===== src/rtl/ring_counter_pkg.sv =====
// rtl/ring_counter_pkg.sv - shared mode/direction encodings and seed helper for the ring counter
package ring_counter_pkg;

    localparam logic MODE_RING    = 1'b0;
    localparam logic MODE_JOHNSON = 1'b1;
    localparam logic DIR_TO_MSB   = 1'b0;
    localparam logic DIR_TO_LSB   = 1'b1;

    // Seed is 32 bits wide; callers size-cast it to their own WIDTH.
    function automatic logic [31:0] ring_seed(input logic mode);
        return (mode == MODE_RING) ? 32'd1 : 32'd0;
    endfunction

endpackage


===== src/rtl/ring_next_state.sv =====
// rtl/ring_next_state.sv - combinational step and legality check for ring/Johnson sequences
module ring_next_state
    import ring_counter_pkg::*;
#(
    parameter int WIDTH = 4
) (
    input  logic [WIDTH-1:0] count_i,
    input  logic             mode_i,
    input  logic             dir_i,
    output logic [WIDTH-1:0] next_o,
    output logic             is_legal_o
);

    logic [WIDTH-1:0] inv_count;
    logic             low_ones;
    logic             high_ones;

    assign inv_count = ~count_i;
    // x is 0..01..1 exactly when x & (x+1) is zero; the complement test covers 1..10..0.
    assign low_ones  = ((count_i & (count_i + 1'b1)) == '0);
    assign high_ones = ((inv_count & (inv_count + 1'b1)) == '0);

    always_comb begin
        next_o     = count_i;
        is_legal_o = 1'b0;
        if (mode_i == MODE_RING) begin
            is_legal_o = (count_i != '0) && ((count_i & (count_i - 1'b1)) == '0);
            if (dir_i == DIR_TO_MSB) next_o = {count_i[WIDTH-2:0], count_i[WIDTH-1]};
            else                     next_o = {count_i[0], count_i[WIDTH-1:1]};
        end else begin
            is_legal_o = low_ones || high_ones;
            if (dir_i == DIR_TO_MSB) next_o = {count_i[WIDTH-2:0], ~count_i[WIDTH-1]};
            else                     next_o = {~count_i[0], count_i[WIDTH-1:1]};
        end
    end

endmodule


===== src/rtl/multimode_ring_counter.sv =====
// rtl/multimode_ring_counter.sv - ring/Johnson counter with load; RING_SELF_CORRECT_EN adds illegal-state recovery
module multimode_ring_counter
    import ring_counter_pkg::*;
#(
    parameter int WIDTH = 4
) (
    input  logic             clk,
    input  logic             reset,
    input  logic             en,
    input  logic             dir,
    input  logic             mode,
    input  logic             load,
    input  logic [WIDTH-1:0] load_val,
    output logic [WIDTH-1:0] count,
    output logic             wrap,
    output logic             state_err
);

    logic [WIDTH-1:0] count_q, count_d;
    logic             mode_q, mode_d;
    logic             wrap_q, wrap_d;
    logic             err_q, err_d;
    logic [WIDTH-1:0] seed_in, seed_q;
    logic [WIDTH-1:0] step_next;
    logic             step_legal;

    assign seed_in = WIDTH'(ring_seed(mode));
    assign seed_q  = WIDTH'(ring_seed(mode_q));

    ring_next_state #(.WIDTH(WIDTH)) u_next (
        .count_i    (count_q),
        .mode_i     (mode_q),
        .dir_i      (dir),
        .next_o     (step_next),
        .is_legal_o (step_legal)
    );

`ifdef RING_SELF_CORRECT_EN
    always_comb begin
        count_d = count_q;
        mode_d  = mode_q;
        wrap_d  = 1'b0;
        err_d   = 1'b0;
        if (load) begin
            count_d = load_val;
        end else if (mode != mode_q) begin
            count_d = seed_in;
            mode_d  = mode;
        end else if (en) begin
            if (!step_legal) begin
                count_d = seed_q;
                err_d   = 1'b1;
            end else begin
                count_d = step_next;
                wrap_d  = (step_next == seed_q);
            end
        end
    end
`else
    logic unused_step_legal;
    assign unused_step_legal = step_legal;

    always_comb begin
        count_d = count_q;
        mode_d  = mode_q;
        wrap_d  = 1'b0;
        err_d   = 1'b0;
        if (load) begin
            count_d = load_val;
        end else if (mode != mode_q) begin
            count_d = seed_in;
            mode_d  = mode;
        end else if (en) begin
            count_d = step_next;
            wrap_d  = (step_next == seed_q);
        end
    end
`endif

    always_ff @(posedge clk) begin
        if (!reset) begin
            count_q <= seed_in;
            mode_q  <= mode;
            wrap_q  <= 1'b0;
            err_q   <= 1'b0;
        end else begin
            count_q <= count_d;
            mode_q  <= mode_d;
            wrap_q  <= wrap_d;
            err_q   <= err_d;
        end
    end

    assign count     = count_q;
    assign wrap      = wrap_q;
    assign state_err = err_q;

endmodule


===== config.mk =====
export PLATFORM = sky130hd
export DESIGN_NAME = multimode_ring_counter
export DESIGN_NICKNAME = d
export VERILOG_FILES = /design/src/rtl/ring_counter_pkg.sv /design/src/rtl/ring_next_state.sv /design/src/rtl/multimode_ring_counter.sv
export SDC_FILE = /design/constraint.sdc
export NUM_CORES = 1
export LEC_CHECK = 0
export CAP_MARGIN = 20
export CORE_AREA = 5 5 42 44
export DETAILED_ROUTE_END_ITERATION = 8
export DIE_AREA = 0 0 47 49
export GPL_TIMING_DRIVEN = 0
export PLACE_DENSITY = 0.66
export SLEW_MARGIN = 20
export SYNTH_ARGS = -nofsm -noshare
export SYNTH_HDL_FRONTEND = slang
export SYNTH_HIERARCHICAL = 1
export SYNTH_SLANG_ARGS = --single-unit

===== constraint.sdc =====
create_clock -name clk -period 1.6 [get_ports clk]
set_input_delay 0.32 -clock clk [delete_from_list [all_inputs] [get_ports clk]]
set_output_delay 0.32 -clock clk [all_outputs]
set_load 0.005 [all_outputs]

==> impl_metrics.toml, run 1 <==
[worst_hold_path]
min_delay_path_depth = 2
hp-class = "primary input to register"
min_delay_worst_endpoint = "mode_q"
hold_start = "reset"

[route]
detail-route-antenna-nets = 0
first_iter_violations = 2
detailroute.via_count = 360
wire_per_inst_um = 11.84
viasPerCell = 4.800
drtPass1Iterations = 4
total_drc_errors_in_the_routed_layout = 0
wirelength_um = 888

[setup_path]
critical_path.top_delay_family = "buffers and inverters"
buffer_and_inverter_count_on_the_worst_path = 1
r2r_slack_ns = 0.17
worstReg2RegStart = "mode_q"
critPathKind = "primary input to register"
worst-path-max-fanout = 6
worstPathRequired_ns = 1.60
cp_cell_sequence = "clkdlybuf4s50_1, mux2_1, nand3b_1, o21ai_1"
timing.critical_path.to_type = "register"
start_kind = "primary input"
cp.arrival_ns = 1.47
worst_r2r_path_depth = 5
slowest_stage = "sky130_fd_sc_hd__clkdlybuf4s50_1"
cp_slowest_stage_delay_ns = 0.59
critical_path.reg2reg.endpoint = "wrap"

[clock_network]
ctsLongestPathBuffers = 2
cts_root_buf = "sky130_fd_sc_hd__clkbuf_4"
cts_hold_repair.buffers = 0
clock_latency_on_the_worst_skew_pair_ns = 0.25
cts_htree_levels = 1
cts-buffers-inserted = 3
clkSinkCount = 6
tritoncts = "yes"
cts.reportedPaths.clkPinSlew_ns = 0.05

[final_layout]
final_util_pct = 42.32
number_of_antenna_repair_diodes = 0
drive_above_1_share_pct = 16.95
commonest_cells_after_routing_fill_and_taps_aside = "13 x sky130_fd_sc_hd__clkdlybuf4s50_1, 5 x sky130_fd_sc_hd__nand3_1, 5 x sky130_fd_sc_hd__edfxtp_1, 4 x sky130_fd_sc_hd__nand3b_1, 4 x sky130_fd_sc_hd__o21ai_1"
layout-area-overhead-vs-synth_pct = 43.64
layout.cells.most_common = "sky130_fd_sc_hd__clkdlybuf4s50_1"
finish.cell_count_without_fillers = 75
fillCellCount = 147
final_nets = 70

[timing]
hold_violations = 0
final-setup-viol-count = 0
setup-tns-final_ns = 0
period_share_pct = 92.35
slew_violations = 0
whs_ns = 0.3962
timing.final.crit_period_ns = 1.478
clock-skew-final_ns = 0.003755
maxClockFrequency_ghz = 0.6768
grt_setup_unrepaired = "no"

[power]
intPower_mw = 0.3492
combPwrFrac_pct = 25.4
switching_share_pct = 26.96
irDropWorstVdd_v = 0.0002908
power_frac_clock_pct = 33.0
seq_power_share_pct = 41.5
p_leak_nw = 0.2118
switchingPower_mw = 0.1289
fin_total_pwr_mw = 0.4782
power-per-cell-area_nw_per_um2 = 806.2

[floorplan]
core-area_um2 = 1401
placementRows = 14
die_area_um2 = 2303
initial_utilization_pct = 29.46
die_h_um = 49
io_pins = 16
die_w_um = 47

[placed_design]
total_of_buffers_placed_on_input_and_output_ports = 13
dpl.cell_count = 71
finalWeightedCongestion = 0.8150

[grt]
grt_pass1_vias = 343
grt.overflow.total = 0
grt_max_degree = 10
groute.usage.overall_pct = 8.962
antenna_found_initial = 0
grt_first_pass_wirelength_mm = 1.414

[synth]
synthesis.area_um2 = 412.9
syn-mean-instance-area_um2 = 9.831
post_synth_inst_count = 42
synth.net_count = 52
synth.yosys.warnings = 6

[run]
drv_cap = 0

[run_status]
status = "completed"
-- repair_timing --
action / 4_1_cts / 5_1_grt
endpoints found under the setup margin: 0 / 1
gates resized for setup: 0 / 1
buffers inserted: 0 / 0
-- worst register-to-register path, stage by stage (launching register included) --
cell and delay (ns):
sky130_fd_sc_hd__edfxtp_1 0.52, sky130_fd_sc_hd__xnor2_1 0.19, sky130_fd_sc_hd__o21ai_2 0.21, sky130_fd_sc_hd__nor3b_1 0.21, sky130_fd_sc_hd__a21oi_1 0.08, sky130_fd_sc_hd__nor4_2 0.14
-- per-stage QoR --
stage / area [um2] / setup slack, ns
floorplan: 412.9 / 0.2978
detailed placement: 563.0 / -0.1353
CTS: 589.3 / 0.07004
finish: 593.1 / 0.1224
global route: 593.1 / 0.02459
global placement: 563.0 / -0.1133
-- state kept, by name, summed over array words and instances (netlist names) --
| name | cells |
|---|---|
| mode_q | 1 |
| count | 4 |
| wrap | 1 |
-- per-layer routing --
| metal | vias to the layer above | track usage, % | wire [um] |
|---|---|---|---|
| li1 | 183 | - | - |
| met1 | 160 | 10.66 | 371 |
| met2 | 15 | 12.44 | 416 |
| met3 | 2 | 2.214 | 78 |
| met4 | 0 | 8.295 | 21 |
| met5 | - | 0 | 0 |
-- power groups by stage --
stage | registers (mW) | logic, mW | clock network, mW
finish | 0.198 | 0.122 | 0.158
global route | 0.201 | 0.132 | 0.171
CTS | 0.199 | 0.120 | 0.157
detailed placement | 0.202 | 0.119 | 0
global placement | 0.201 | 0.116 | 0
floorplan | 0.201 | 0.0591 | 0
-- worst max path at each step --
stage                     depth (start not counted)  slack [ns]    from       end
after floorplan                                   5        0.30  mode_q      wrap
after detailed placement                          4       -0.14    mode  count[2]
after global placement                            4       -0.11    mode  count[2]
after global routing                              5        0.02  mode_q      wrap
after CTS                                         5        0.07  mode_q      wrap
final                                             4        0.12     dir  count[1]
-- area by class of cell --
type / count / area (um2) / share of cell area (%)
Sequential cell: 6 / 170.2 / 28.69
Timing Repair Buffer: 13 / 130.1 / 21.94
Multi-Input combinational cell: 33 / 224.0 / 37.76
Clock buffer: 4 / 26.28 / 4.430
Tap cell: 16 / 20.02 / 3.376
Inverter: 1 / 3.754 / 0.6329
Buffer: 2 / 18.77 / 3.165
Note: power is estimated with default switching activity, not from simulation.
==> run 2: changes to the inputs <==
DONT_BUFFER_PORTS = 1   (was default)
PLACE_DENSITY = default   (was 0.66)
RECOVER_POWER = 25   (was default)
==> impl_metrics.toml, run 2 (synthesis results as in run 1) <==
[grt]
grt.overflow.total = 0
grt_pass1_vias = 327
grt_first_pass_wirelength_mm = 1.414
antenna_found_initial = 0
grt_max_degree = 10
groute.usage.overall_pct = 8.794

[timing]
grt_setup_unrepaired = "no"
clock-skew-final_ns = 0.005263
period_share_pct = 90.61
timing.final.crit_period_ns = 1.450
setup-tns-final_ns = 0
final-setup-viol-count = 0
maxClockFrequency_ghz = 0.6898
worst_setup_slack_final_ns = 0.1502
whs_ns = 0.1629
slew_violations = 0
hold_violations = 0

[placed_design]
finalWeightedCongestion = 0.7415
postPlaceCellArea_um2 = 432.9
placement.setup.worst_slack_ns = 0.09288
total_of_buffers_placed_on_input_and_output_ports = 0
hpwlAfterDp_um = 693.1

[route]
met2WireLength_um = 378
highest-signal-layer = "met4"
total_drc_errors_in_the_routed_layout = 0
dr_wl_met3_um = 110
viasPerCell = 4.903
detailroute.via_count = 304
wirelength_um = 829
first_iter_violations = 1
detail-route-antenna-nets = 0
wire_per_inst_um = 13.37
drtPass1Iterations = 3
met1_length_um = 324

[clock_network]
cts.reportedPaths.clkPinSlew_ns = 0.05
cts_root_buf = "sky130_fd_sc_hd__clkbuf_4"
ctsLongestPathBuffers = 2
cts-buffers-inserted = 3
tritoncts = "yes"
clkSinkCount = 6
clock_latency_on_the_worst_skew_pair_ns = 0.25
cts_hold_repair.buffers = 0
cts_htree_levels = 1
post_cts_buffers = 0

[final_layout]
max_ffs_per_register = 4
final_nets = 57
layout.cell_area.non_filler_um2 = 462.9
layout-area-overhead-vs-synth_pct = 12.12
drive_above_1_share_pct = 21.74
commonest_cells_after_routing_fill_and_taps_aside = "5 x sky130_fd_sc_hd__nand3_1, 5 x sky130_fd_sc_hd__edfxtp_1, 4 x sky130_fd_sc_hd__nand3b_1, 4 x sky130_fd_sc_hd__o21ai_1"
number_of_antenna_repair_diodes = 0
fillCellCount = 158
seqCellArea_um2 = 170.2
multiInputGateArea_um2 = 224.0

[setup_path]
slowest_stage = "sky130_fd_sc_hd__edfxtp_1"
critical_path.top_delay_family = "flip-flops"
worst_r2r_path_depth = 5
buffer_and_inverter_count_on_the_worst_path = 0
timing.critical_path.to_type = "register"
worstPathRequired_ns = 1.75
start_kind = "register"
cp_num_cells = 5
cp_slowest_stage_delay_ns = 0.52
cp_cell_sequence = "xnor2_1, o21ai_2, nor3b_1, a21oi_1, nor4_2"
worst-path-max-fanout = 7
critPathKind = "register to register"
cp.arrival_ns = 1.60

[worst_hold_path]
min_delay_path_depth = 0
hp-class = "primary input to register"

[power]
irDropWorstVdd_v = 0.0002889
p_leak_nw = 0.1624
power-per-cell-area_nw_per_um2 = 921.3

[run]
drv_cap = 0

[floorplan]
die_w_um = 47
io_pins = 16
die_area_um2 = 2303
initial_utilization_pct = 29.46
core-area_um2 = 1401
die_h_um = 49
placementRows = 14

[run_status]
status = "completed"
## run 2: cell count changes in the layout (fill, tap and decap cells not counted)
cell                              change
sky130_fd_sc_hd__clkdlybuf4s50_1     -13
## run 2: per-stage QoR
step	util [%]	total power [mW]	instances
2_1_floorplan	-	0.2599	42
3_3_place_gp	30.89	0.2730	58
6_report	33.04	0.4265	62
3_5_place_dp	30.89	0.2753	58
5_1_grt	33.04	0.4570	62
4_1_cts	32.77	0.4341	62
## run 2: timing repair
item / in CTS / in global routing
setup endpoints to repair: 0 / 1
endpoints found under the hold margin: 0 / 0
gates resized for setup: 0 / 1
## run 2: power by group
group	internal (mW)	total [mW]	leakage, nW	switching, mW
registers	0.186	0.202	0.0635	0.0165
logic	0.0353	0.0710	0.0839	0.0356
clock network	0.0947	0.153	0.0150	0.0587
total	0.316	0.427	0.162	0.111
## run 2: worst paths after layout
| kind | from | to | slack (ns) |
|---|---|---|---|
| worst max-delay path | mode_q | wrap | 0.15 |
| worst min-delay path | mode | mode_q | 0.16 |
| worst max register to register | mode_q | wrap | 0.15 |
| worst min register to register | count[2] | wrap | 0.68 |
## run 2: cell type report
class                   instances  share of cell area, %
flip-flops and latches          6                  36.76
inverters                       1                 0.8108
multi-input cells              33                  48.38
clock buffers                   4                  5.676
plain buffers                   2                  4.054
well taps                      16                  4.324
## run 2: worst reg2reg max path, cell delays in order, from the launching register on
cell and delay (ns):
sky130_fd_sc_hd__edfxtp_1 0.52, sky130_fd_sc_hd__xnor2_1 0.20, sky130_fd_sc_hd__o21ai_2 0.19, sky130_fd_sc_hd__nor3b_1 0.21
sky130_fd_sc_hd__a21oi_1 0.07, sky130_fd_sc_hd__nor4_2 0.16
## run 2: per-layer routing
layer  vias up  global-route usage, %
met1       131                  9.213
met3         2                  4.059
met5         -                      0
li1        157                      -
met2        14                  12.22
met4         0                  8.295
==> run 3: changes to the inputs <==
CELL_PAD_IN_SITES_DETAIL_PLACEMENT = 0   (was default)
CELL_PAD_IN_SITES_GLOBAL_PLACEMENT = 1   (was default)
CTS_BUF_LIST = sky130_fd_sc_hd__clkbuf_8   (was default)
PLACE_DENSITY_LB_ADDON = 0.1   (was default)
==> impl_metrics.toml, run 3 (synthesis results as in run 1) <==
[setup_path]
critical_path.top_delay_family = "flip-flops"
critPathKind = "register to register"
critical_path.reg2reg.endpoint = "count[0]"
slowest_stage = "sky130_fd_sc_hd__edfxtp_1"
buffer_and_inverter_count_on_the_worst_path = 2
worst-path-max-fanout = 4
cp_cell_sequence = "buf_4, xor2_2, inv_2, nand3b_1"
r2r_slack_ns = 0.17
cp.arrival_ns = 1.34
start_kind = "register"
worstPathRequired_ns = 1.51
crit_path_end = "count[0]"
cp_num_cells = 4
worst_r2r_path_depth = 4
cp_slowest_stage_delay_ns = 0.43
worstReg2RegStart = "mode_q"
timing.critical_path.to_type = "register"
timing.critical_path.from = "mode_q"

[power]
power_frac_clock_pct = 44.7
p_leak_nw = 0.1872
seq_power_share_pct = 39.2
intPower_mw = 0.3919
power-per-cell-area_nw_per_um2 = 1021
switching_share_pct = 23.28
combPwrFrac_pct = 16.1
irDropWorstVdd_v = 0.0002589
switchingPower_mw = 0.1189

[timing]
whs_ns = 0.1971
clock-skew-final_ns = 0.004690
setup-tns-final_ns = 0
timing.final.crit_period_ns = 1.429
final-setup-viol-count = 0
period_share_pct = 89.29
grt_setup_unrepaired = "no"
slew_violations = 0
maxClockFrequency_ghz = 0.7000
hold_violations = 0

[clock_network]
clkSinkCount = 6
cts_root_buf = "sky130_fd_sc_hd__clkbuf_8"
cts_resized = 0
cts_htree_levels = 1
ctsLongestPathBuffers = 2
cts-buffers-inserted = 3
clock_latency_on_the_worst_skew_pair_ns = 0.22
post_cts_buffers = 0
tritoncts = "yes"
cts.reportedPaths.clkPinSlew_ns = 0.03
cts_hold_repair.buffers = 0

[floorplan]
die_area_um2 = 2303
io_pins = 16
core-area_um2 = 1401
placementRows = 14
initial_utilization_pct = 29.46
die_w_um = 47
die_h_um = 49

[grt]
groute.usage.overall_pct = 9.007
antenna_found_initial = 0
grt.overflow.total = 0
grt_pass1_vias = 338
grt_first_pass_wirelength_mm = 1.400
grt_max_degree = 10

[placed_design]
postPlaceCellArea_um2 = 432.9
hpwlAfterDp_um = 735.3
finalWeightedCongestion = 0.7545
dpl.cell_count = 58
total_of_buffers_placed_on_input_and_output_ports = 0

[route]
total_drc_errors_in_the_routed_layout = 0
wirelength_um = 951
detail-route-antenna-nets = 0
drtPass1Iterations = 4
first_iter_violations = 4
wire_per_inst_um = 14.63
detailroute.via_count = 333
viasPerCell = 5.123

[run]
drv_cap = 0

[final_layout]
fillCellCount = 159
drive_above_1_share_pct = 24.49
finish.cell_count_without_fillers = 65
max_ffs_per_register = 4
commonest_cells_after_routing_fill_and_taps_aside = "5 x sky130_fd_sc_hd__o21ai_1, 5 x sky130_fd_sc_hd__nand3_1, 5 x sky130_fd_sc_hd__edfxtp_1, 4 x sky130_fd_sc_hd__nand3b_1, 4 x sky130_fd_sc_hd__buf_4"
layout.cell_area.non_filler_um2 = 500.5
final_nets = 60
layout-area-overhead-vs-synth_pct = 21.21
number_of_antenna_repair_diodes = 0

[run_status]
status = "completed"

[worst_hold_path]
min_delay_path_depth = 0
hp-class = "primary input to register"
hold_start = "mode"
## run 3: changes by cell type in the layout (fill, tap and decap cells not counted)
cell | before | now
sky130_fd_sc_hd__o21ai_1 | 4 | 5
sky130_fd_sc_hd__clkbuf_4 | 3 | 0
sky130_fd_sc_hd__clkbuf_1 | 1 | 0
sky130_fd_sc_hd__clkbuf_8 | 0 | 3
sky130_fd_sc_hd__o21ai_2 | 1 | 0
sky130_fd_sc_hd__buf_4 | 1 | 4
sky130_fd_sc_hd__inv_1 | 0 | 1
## run 3: through the flow
| step | total power [mW] | util, % | setup WS, ns |
|---|---|---|---|
| floorplan | 0.2599 | - | 0.2978 |
| global placement | 0.2739 | 30.89 | 0.1238 |
| detailed placement | 0.2773 | 30.89 | 0.09440 |
| CTS | 0.5082 | 34.11 | 0.07689 |
| global route | 0.5357 | 35.71 | 0.06299 |
| finish | 0.5108 | 35.71 | 0.1714 |
## run 3: cell type report
cell class / count / area, um2 / area share (%)
Clock buffer: 3 / 41.29 / 8.250
Sequential cell: 6 / 170.2 / 34.00
Clock inverter: 1 / 3.754 / 0.7500
Inverter: 1 / 3.754 / 0.7500
Multi-Input combinational cell: 33 / 220.2 / 44.00
Tap cell: 16 / 20.02 / 4.000
Buffer: 2 / 18.77 / 3.750
Timing Repair Buffer: 3 / 22.52 / 4.500
## run 3: worst min path at each step
stage	to	slack, ns
floorplan	mode_q	0.42
global placement	mode_q	0.42
detailed placement	mode_q	0.42
CTS	mode_q	0.19
global route	mode_q	0.19
finish	mode_q	0.20
## run 3: layer usage
metal  wire length [um]  up-vias  global-route usage, %
met1                398      143                  10.56
met5                  0        -                      0
met2                395       22                  11.09
li1                   -      163                      -
met3                114        5                  3.690
met4                 43        0                  9.677
## run 3: power groups by stage
stage | Sequential, mW | Combinational, mW | Clock, mW
global route | 0.203 | 0.0894 | 0.244
finish | 0.200 | 0.0821 | 0.228
floorplan | 0.201 | 0.0591 | 0
detailed placement | 0.206 | 0.0711 | 0
CTS | 0.204 | 0.0713 | 0.233
global placement | 0.205 | 0.0690 | 0
==> RTL edit, RTL diff (flow settings as in run 1) <==
`WIDTH` is set to 4 in 2 places; all go to 6.
--- a/src/rtl/ring_next_state.sv
+++ b/src/rtl/ring_next_state.sv
@@ -3,5 +3,5 @@
     import ring_counter_pkg::*;
 #(
-    parameter int WIDTH = 4
+    parameter int WIDTH = 6
 ) (
     input  logic [WIDTH-1:0] count_i,
--- a/src/rtl/multimode_ring_counter.sv
+++ b/src/rtl/multimode_ring_counter.sv
@@ -3,5 +3,5 @@
     import ring_counter_pkg::*;
 #(
-    parameter int WIDTH = 4
+    parameter int WIDTH = 6
 ) (
     input  logic             clk,
Ports: changed (resized count and load_val); port bits go from 16 to 20. No check against the original RTL was run, so the function may have changed too.
==> RTL edit against run 1 <==
Hold slack improved by 0.29 ns. Combinational power grew 42%. Fmax shrank 3.7%. Largest power group unchanged. Power is 27% higher. Sequential cell count up 2. Worst setup slack lost 0.057 ns. Routed wire length is 29% higher. Critical endpoint is now wrap. Final area up 31%. Final cell count grew 13%. Synthesized area rose by 21%.
==> RTL edit: results <==
metrics = {
    "route": {
        "first_pass_iters": 4,
        "drt-total-wl_mm": 1.14,
        "drt-initial-drc-count": 10,
        "dr_total_vias": 429,
    },
    "setup_path": {
        "crit_family": "flip-flops",
        "reg2reg_depth": 4,
        "crit_path_max_incr_delay_ns": 0.56,
        "cp.arrival_ns": 1.72,
        "cp_slowest_cell": "edfxtp_1",
    },
    "placement": {
        "place_congestion": 0.808,
        "preCtsSetupSlack_ns": -0.258,
        "placed_area_um2": 691,
        "post-dp-hpwl_um": 867,
        "placed_cells": 78,
        "portBuffers": 17,
    },
    "global_route": {
        "track_usage": 0.100,
        "grt_max_degree": 9,
        "grt_pass1_wl_mm": 1.70,
        "first_global_vias": 407,
    },
    "synthesis": {
        "synth_nets": 57,
        "syn_avg_cell_area_um2": 11.1,
    },
    "worst_hold_path": {
        "worstHoldPathCells": 4,
    },
    "sta": {
        "skew_ns": 0.00313,
        "fin_crit_sh": 0.959,
        "holdWs_ns": 0.682,
    },
    "power_and_ir_drop": {
        "p_leak_nw": 0.283,
        "peakVddDrop_mv": 0.538,
        "intPower_mw": 0.452,
    },
    "finish": {
        "final_cells": 85,
        "largest_reg_flops": 6,
        "final_nets": 82,
        "drive_gt1_frac": 0.275,
    },
    "clock_network": {
        "clock-root-buffer": "clkbuf_4",
    },
    "outcome": {
        "status": "finished, final reports clean",
    },
}
[RTL edit: repair_timing]
item / in CTS / in global routing
hold endpoints to repair: 0 / 0
pin swaps: 0 / 4
endpoints found under the setup margin: 1 / 7
resized for setup: 1 / 6
setup buffers: 0 / 3
[RTL edit: power by group through the flow]
stage                     Combinational (mW)  Sequential (mW)  Clock [mW]
final                                  0.173            0.266       0.169
after global routing                   0.186            0.269       0.186
after CTS                              0.147            0.265       0.169
after detailed placement               0.146            0.269           0
after global placement                 0.145            0.269           0
after floorplan                       0.0736            0.267           0
[RTL edit: tightest hold or removal path, delay by kind of cell]
family | cells | cell delay, ns
buf+inv | 1 | 0.18
compound gates | 2 | 0.26
simple gates | 1 | 0.13
[RTL edit: layout make-up]
cell class	count	area (um2)
Fill cell	135	627
Tap cell	16	20.0
Clock buffer	4	26.3
Multi-Input combinational cell	32	274
Sequential cell	8	230
Buffer	5	31.3
Timing Repair Buffer	20	193
[RTL edit: worst paths after layout]
| path | from | endpoint |
|---|---|---|
| min | dir | wrap |
| min reg2reg | count[2] | wrap |
| max reg2reg | mode_q | wrap |
| max | mode_q | wrap |
[RTL edit: routing by layer]
metal  share of wire  track usage  up-vias
met5               0            0        -
met4          0.0079       0.0415        0
met3           0.066       0.0221        2
met2            0.50        0.149       14
met1            0.42        0.135      194
li1                -            -      219
[RTL edit: stage by stage]
step | total power [mW] | utilization
floorplan | 0.341 | -
global placement | 0.414 | 0.493
detailed placement | 0.415 | 0.493
CTS | 0.581 | 0.512
global route | 0.641 | 0.553
finish | 0.608 | 0.553
